`src/rtl/param_lifo.sv`:
```
// ---------------------------------------------------------------------------
// param_lifo : parametrised LIFO stack, registered pop data, replace on push+pop
// Optional sticky error flags: define PARAM_LIFO_ERR_FLAGS_EN.  Rev 1.0
// ---------------------------------------------------------------------------
`default_nettype none

module param_lifo #(
   parameter  int WIDTH       = 8,
   parameter  int DEPTH       = 8,
   parameter  int AFULL_LEVEL = DEPTH - 1,
   localparam int CW          = $clog2(DEPTH + 1)
) (
   input  logic             clock,
   input  logic             reset,
   input  logic             wn,
   input  logic             rn,
   input  logic [WIDTH-1:0] datain,
   output logic [WIDTH-1:0] dataout,
   output logic             dout_valid,
   output logic             full,
   output logic             empty,
   output logic             almost_full,
   output logic [CW-1:0]    count,
   output logic             overflow,
   output logic             underflow
);

   localparam int AW = $clog2(DEPTH);

   logic [WIDTH-1:0] mem [DEPTH];
   logic [CW-1:0]    sp;
   logic [CW-1:0]    sp_m1;
   logic [AW-1:0]    top_idx;
   logic [AW-1:0]    push_idx;

   logic do_replace;
   logic do_bypass;
   logic do_push;
   logic do_pop;
   logic rej_push;
   logic rej_pop;

   assign count       = sp;
   assign empty       = (sp == '0);
   assign full        = (sp == CW'(DEPTH));
   assign almost_full = (sp >= CW'(AFULL_LEVEL));

   assign sp_m1    = sp - CW'(1);
   assign top_idx  = sp_m1[AW-1:0];
   assign push_idx = sp[AW-1:0];

   assign do_replace = wn &  rn & !empty;
   assign do_bypass  = wn &  rn &  empty;
   assign do_push    = wn & !rn & !full;
   assign do_pop     = rn & !wn & !empty;
   assign rej_push   = wn & !rn &  full;
   assign rej_pop    = rn & !wn &  empty;

   always_ff @(posedge clock) begin
      if (reset) begin
         sp         <= '0;
         dataout    <= '0;
         dout_valid <= 1'b0;
      end else begin
         dout_valid <= do_replace | do_bypass | do_pop;
         if (do_replace || do_pop) begin
            dataout <= mem[top_idx];
         end else if (do_bypass) begin
            dataout <= datain;
         end
         if (do_push) begin
            sp <= sp + CW'(1);
         end else if (do_pop) begin
            sp <= sp_m1;
         end
      end
   end

   // Storage is not reset; writes are only suppressed during the reset cycle.
   always_ff @(posedge clock) begin
      if (!reset) begin
         if (do_replace) begin
            mem[top_idx] <= datain;
         end else if (do_push) begin
            mem[push_idx] <= datain;
         end
      end
   end

`ifdef PARAM_LIFO_ERR_FLAGS_EN
   logic ovf_q;
   logic unf_q;

   always_ff @(posedge clock) begin
      if (reset) begin
         ovf_q <= 1'b0;
         unf_q <= 1'b0;
      end else begin
         if (rej_push) ovf_q <= 1'b1;
         if (rej_pop)  unf_q <= 1'b1;
      end
   end

   assign overflow  = ovf_q;
   assign underflow = unf_q;
`else
   logic unused_rej;
   assign unused_rej = rej_push | rej_pop;
   assign overflow   = 1'b0;
   assign underflow  = 1'b0;
`endif

endmodule

`default_nettype wire

```
`config.mk`:
```
export PLATFORM = sky130hd
export DESIGN_NAME = param_lifo
export DESIGN_NICKNAME = d
export VERILOG_FILES = /design/src/rtl/param_lifo.sv
export SDC_FILE = /design/constraint.sdc
export NUM_CORES = 1
export LEC_CHECK = 0
export CORE_MARGIN = 3
export CORE_UTILIZATION = 50
export CTS_CLUSTER_SIZE = 25
export DETAILED_ROUTE_END_ITERATION = 8
export PLACE_DENSITY_LB_ADDON = 0.12
export SLEW_MARGIN = 10
export SYNTH_ARGS = -nofsm -noshare
export SYNTH_HDL_FRONTEND = slang
export SYNTH_SLANG_ARGS = --single-unit
export TNS_END_PERCENT = 1
```
`constraint.sdc`:
```
create_clock -name clock -period 3.77 [get_ports clock]
set_input_delay 0.377 -clock clock [delete_from_list [all_inputs] [get_ports clock]]
set_output_delay 0.377 -clock clock [all_outputs]
set_load 0.1 [all_outputs]
```
Yosys cells after proc, flatten, opt, wreduce, memory -nomap -nowiden. Memory sizes are Yosys's and may differ from the RTL's. Index checks and enable logic that the tools add are counted.

Output and inout bits: 18. Register bits: 13. Memory bits (writable): 64. Input bits: 12. Logic and storage cells: 40. Memories: 1.

Memory list: mem (depth 8, bits a word 8, read ports 1, clocked after Yosys merged registers in 0, write ports 1, RTL line 30) `logic [WIDTH-1:0] mem [DEPTH];`.

Eq/ne operators: 1. Bitwise gates (word level): 9. Order comparisons: 1. Add/sub/neg operators: 2. Mux-type cells: 14. Reduce and logical (&&, ||, !) cells: 9.

Operators with widths (number): $mux W8 (3); $mux W1 (8); $mux W4 (2); $reduce_or A8 Y1 (1); $and A1 B1 Y1 (7); $add A4 B1 Y4 const B (1); $eq A4 B4 Y1 const B (1); $ge A4 B3 Y1 const B (1); $logic_not A1 Y1 (4); $logic_not A4 Y1 (1); $reduce_bool A2 Y1 (2); $sub A4 B1 Y4 const B (1); $mux W3 (1); $or A1 B1 Y1 (2); $logic_or A1 B1 Y1 (1).

Logic depth before layout (Yosys ltp).
Word-level depth: 9. Depth in mapped cells: 11. Gate-level depth less buffers: 7.

Worst setup path before layout. OpenSTA, ideal clock, no wires.

Path kind: register to register. From: register sp[0] (netlist: count[0]). To: memory mem[2][0] (enable). Setup slack: -368 ps. Required time: 3387 ps. Arrival time: 3755 ps. Library setup time: 383 ps. Cell stages (with the launch flop): 10. Period minus slack after synthesis: 4138 ps. Cell sequence: dfxtp_1 -> clkbuf_1 -> inv_1 -> ha_1 -> buf_4 -> and3b_1 -> clkbuf_1 -> o21ai_0 -> o31ai_1 -> nor3_1.

Word-level cells in the longest chain between the ends: 9. Elaborated cells between the ends (all ways): 17. Those cells by class: add/sub (1); eq/ne (1); mux (9); bitwise (2); reduce/logical (4).

RTL lines: start: declaration (RTL line 31) `logic [CW-1:0] sp;`; start signal: assignment (RTL line 72) `sp <= sp + CW'(1);`; start signal: assignment (RTL line 74) `sp <= sp_m1;`; $eq A4 B4 Y1 * (RTL line 45) `assign full = (sp == CW'(DEPTH));`; named net full (RTL line 20) `output logic full,`; $logic_not A1 Y1 * (RTL line 54) `assign do_push = wn & !rn & !full;`; $and A1 B1 Y1 * (RTL line 54); $mux W1 * (RTL line 84) `end else if (do_push) begin`; $mux W1 * (RTL line 82) `if (do_replace) begin`; $mux W1 * (RTL line 81) `if (!reset) begin`; $mux W1 (not written as such) * (RTL line 85) `mem[push_idx] <= datain;`; $reduce_or A8 Y1 (no source line); $mux W3 (no source line) or $mux W1 (tied branches); end: declaration (RTL line 30).

Mark *: on every way through the listed nets, which the timed path passes. The rest lies on a longest branch.

Worst setup path in the final report.
From: register sp[2] (netlist: count[2]). To: output almost_full.

Word-level cells in the longest chain between the ends: 1.

RTL lines: $ge A4 B3 Y1 (RTL line 46) `assign almost_full = (sp >= CW'(AFULL_LEVEL));`; end: declaration (RTL line 22) `output logic almost_full,`.

Every way passes these cells.

==> impl_metrics.toml <==
[grt]
grt_max_degree = 28
met2_usage = 0.283
antenna_found_initial = 0
grt_pass1_vias = 2026
grt_util_all_layers = 0.197
grt_pass1_wl_um = 11100
busiest_layer = "met1"
grt-ovfl-total = 0
grtUsageMet1 = 0.297
grt_use_met3 = 0.0419

[sta]
hold_viol_final = 0
clock_skew_ns = 0.00986
worst_pin_slew_ns = 0.970
rsz0062_at_grt = "false"
holdWs_ns = 0.579
setup_violations = 0
tns_ns = 0
period_minus_slack_ns = 2.79
maxSlewHeadroom = 0.352
drv_slew = 0
fin_crit_sh = 0.739
fmax_mhz = 359

[pwr]
finalPower_uw = 2400
p_per_area_mw_per_mm2 = 602
peakVddDrop_mv = 0.328
leakagePower_uw = 0.00137

[setup_path]
crit_path_start_kind = "flop"
cp_max_fo = 14
worstSetupPathType = "reg2out"
worst-r2r-setup-slack_ns = 1.06
required_ns = 3.39
end_kind = "output pin"
arrival_ns = 2.41

[floorplan]
fp.dieH_um = 88.5
die_w_um = 88.5
core_area_mm2 = 0.00646
initial_core_util = 0.528
ioPinCount = 30
rows = 29
die-area_mm2 = 0.00784

[detailed_routing]
route.detailed.drc = 0
drt-total-wl_um = 6990
drt_iter0_markers = 203
ant_nets = 0
vias_per_cell = 5.84
vias = 2098
firstDrtPassIters = 4
post_drt_wl_per_cell_um = 19.5

[synthesis]
ys_seq_area_frac = 0.640
synth-compound-area-share = 0.144
syn_area_per_cell_um2 = 14.0
ys_types = 44
yosys_warnings = 0
synthXorXnorAreaFrac = 0.0187
syn_area_mm2 = 0.00341
yosysTopAreaCell = "edfxtp_1"
synth_ff_type = "edfxtp_1"
synthMuxAreaShare = 0.0503
yosys.area_share.simple = 0.106
netlist_top_cells_area = "edfxtp_1 (56%), dfxtp_1 (7.6%), mux2i_1 (4.7%)"
synth_edf_count = 64
synthArstFlopShare = 0
synth_top_family_by_area = "compound AO/OA/AOI/OAI gates"
synthAdderAreaFrac = 0.00734
netlist.area_leader.share = 0.564
synth_cells = 244
ys_ff_latch = 77

[layout]
final_cell_mix = "edfxtp_1 (64), clkdlybuf4s50_1 (25), nand2_1 (19)"
final_common_cell = "edfxtp_1"
syn2layout_area_growth_pct = 17.0
diodes = 0
utilization = 0.617
drive_above_1_share = 0.156
finalNetCount = 291

[placed_design]
post-dp-hpwl_um = 4530
finalWeightedCongestion = 0.813
numPortBuffers = 27

[cts]
clk_pin_slew_ns = 0.08
h-tree-depth = 3
post_cts_buffers = 0
cts_tree = "yes"
cts-resized-gates = 0
cts.sinks = 77
cts_buffer_depth = 2
cts_root_buf = "clkbuf_8"
cts_made_buffers = 9
ctsHoldBuffers = 0
clk_latency_ns = 0.35

[outcome]
status = "complete, no violations"

[min_path]
hold_class = "reg2reg"

[job]
cap_viol_max_count = 0
[where the power goes]
group          switching [uW]  total, uW  leakage [uW]  internal (uW)
sequential               26.8        992      0.000685            966
combinational             497        715      0.000574            218
clock                     314        693      0.000107            379
total                     838       2400       0.00137           1560
[final timing paths]
| kind | start | end | cells after the start |
|---|---|---|---|
| setup / recovery | count[2] | almost_full | 2 |
| hold reg to reg | dataout[0] | dataout[0] | 2 |
| setup reg to reg | count[0] | mem[3][7] | 6 |
| hold / removal | dataout[0] | dataout[0] | 2 |
[critical path, cell delays in order, from the launching register on]
cell	delay (ns)
dfxtp_1	0.75
a21o_1	0.19
clkdlybuf4s50_1	1.12
[layout make-up]
| type | instances | area (um2) |
|---|---|---|
| Clock inverter | 6 | 93.8 |
| Inverter | 5 | 18.8 |
| Sequential cell | 77 | 2180 |
| Multi-Input combinational cell | 147 | 1120 |
| Timing Repair Buffer | 37 | 340 |
| Fill cell | 505 | 2470 |
| Clock buffer | 10 | 128 |
| Tap cell | 77 | 96.3 |
[registers in the layout, indices dropped and copies added, names as in the netlist]
name        flops
mem            64
dout_valid      1
dataout         8
count           4
[synthesized netlist by cell type, drive strengths merged (2+ instances only)]
master and instances:
a32o 8, edfxtp 64, nand2 19, nor3 17, a211oi 7, clkbuf 5, mux2i 16, or3b 2
buf 11, nand3b 3, nor2 5, ha 2, or3 2, inv 5, a21o 8, nor2b 11
o22ai 2, o32ai 8, dfxtp 13, and3 4, o21a 2, xnor2 2, nand2b 2, a22oi 9
o21ai 6
[stage by stage]
step / area [um2] / cells / setup slack [ns]
3_3_place_gp: 3760 / 343 / 0.603
6_report: 3990 / 359 / 0.984
4_1_cts: 3980 / 359 / 0.597
5_1_grt: 3990 / 359 / 0.831
3_5_place_dp: 3760 / 343 / 0.439
2_1_floorplan: 3410 / 245 / 0.210
[logic make-up after synthesis]
kind of cell,Yosys count
flops,77
simple gates,68
compound gates,55
buf+inv,21
mux,17
xor+xnor,3
fa+ha+maj,2
other cells,1
[routing by layer]
metal	share of wire	up-vias
li1	-	1012
met1	0.46	1024
met2	0.46	56
met3	0.069	6
met4	0.0054	0
met5	0	-
Note: power is estimated with default switching activity, not from simulation.
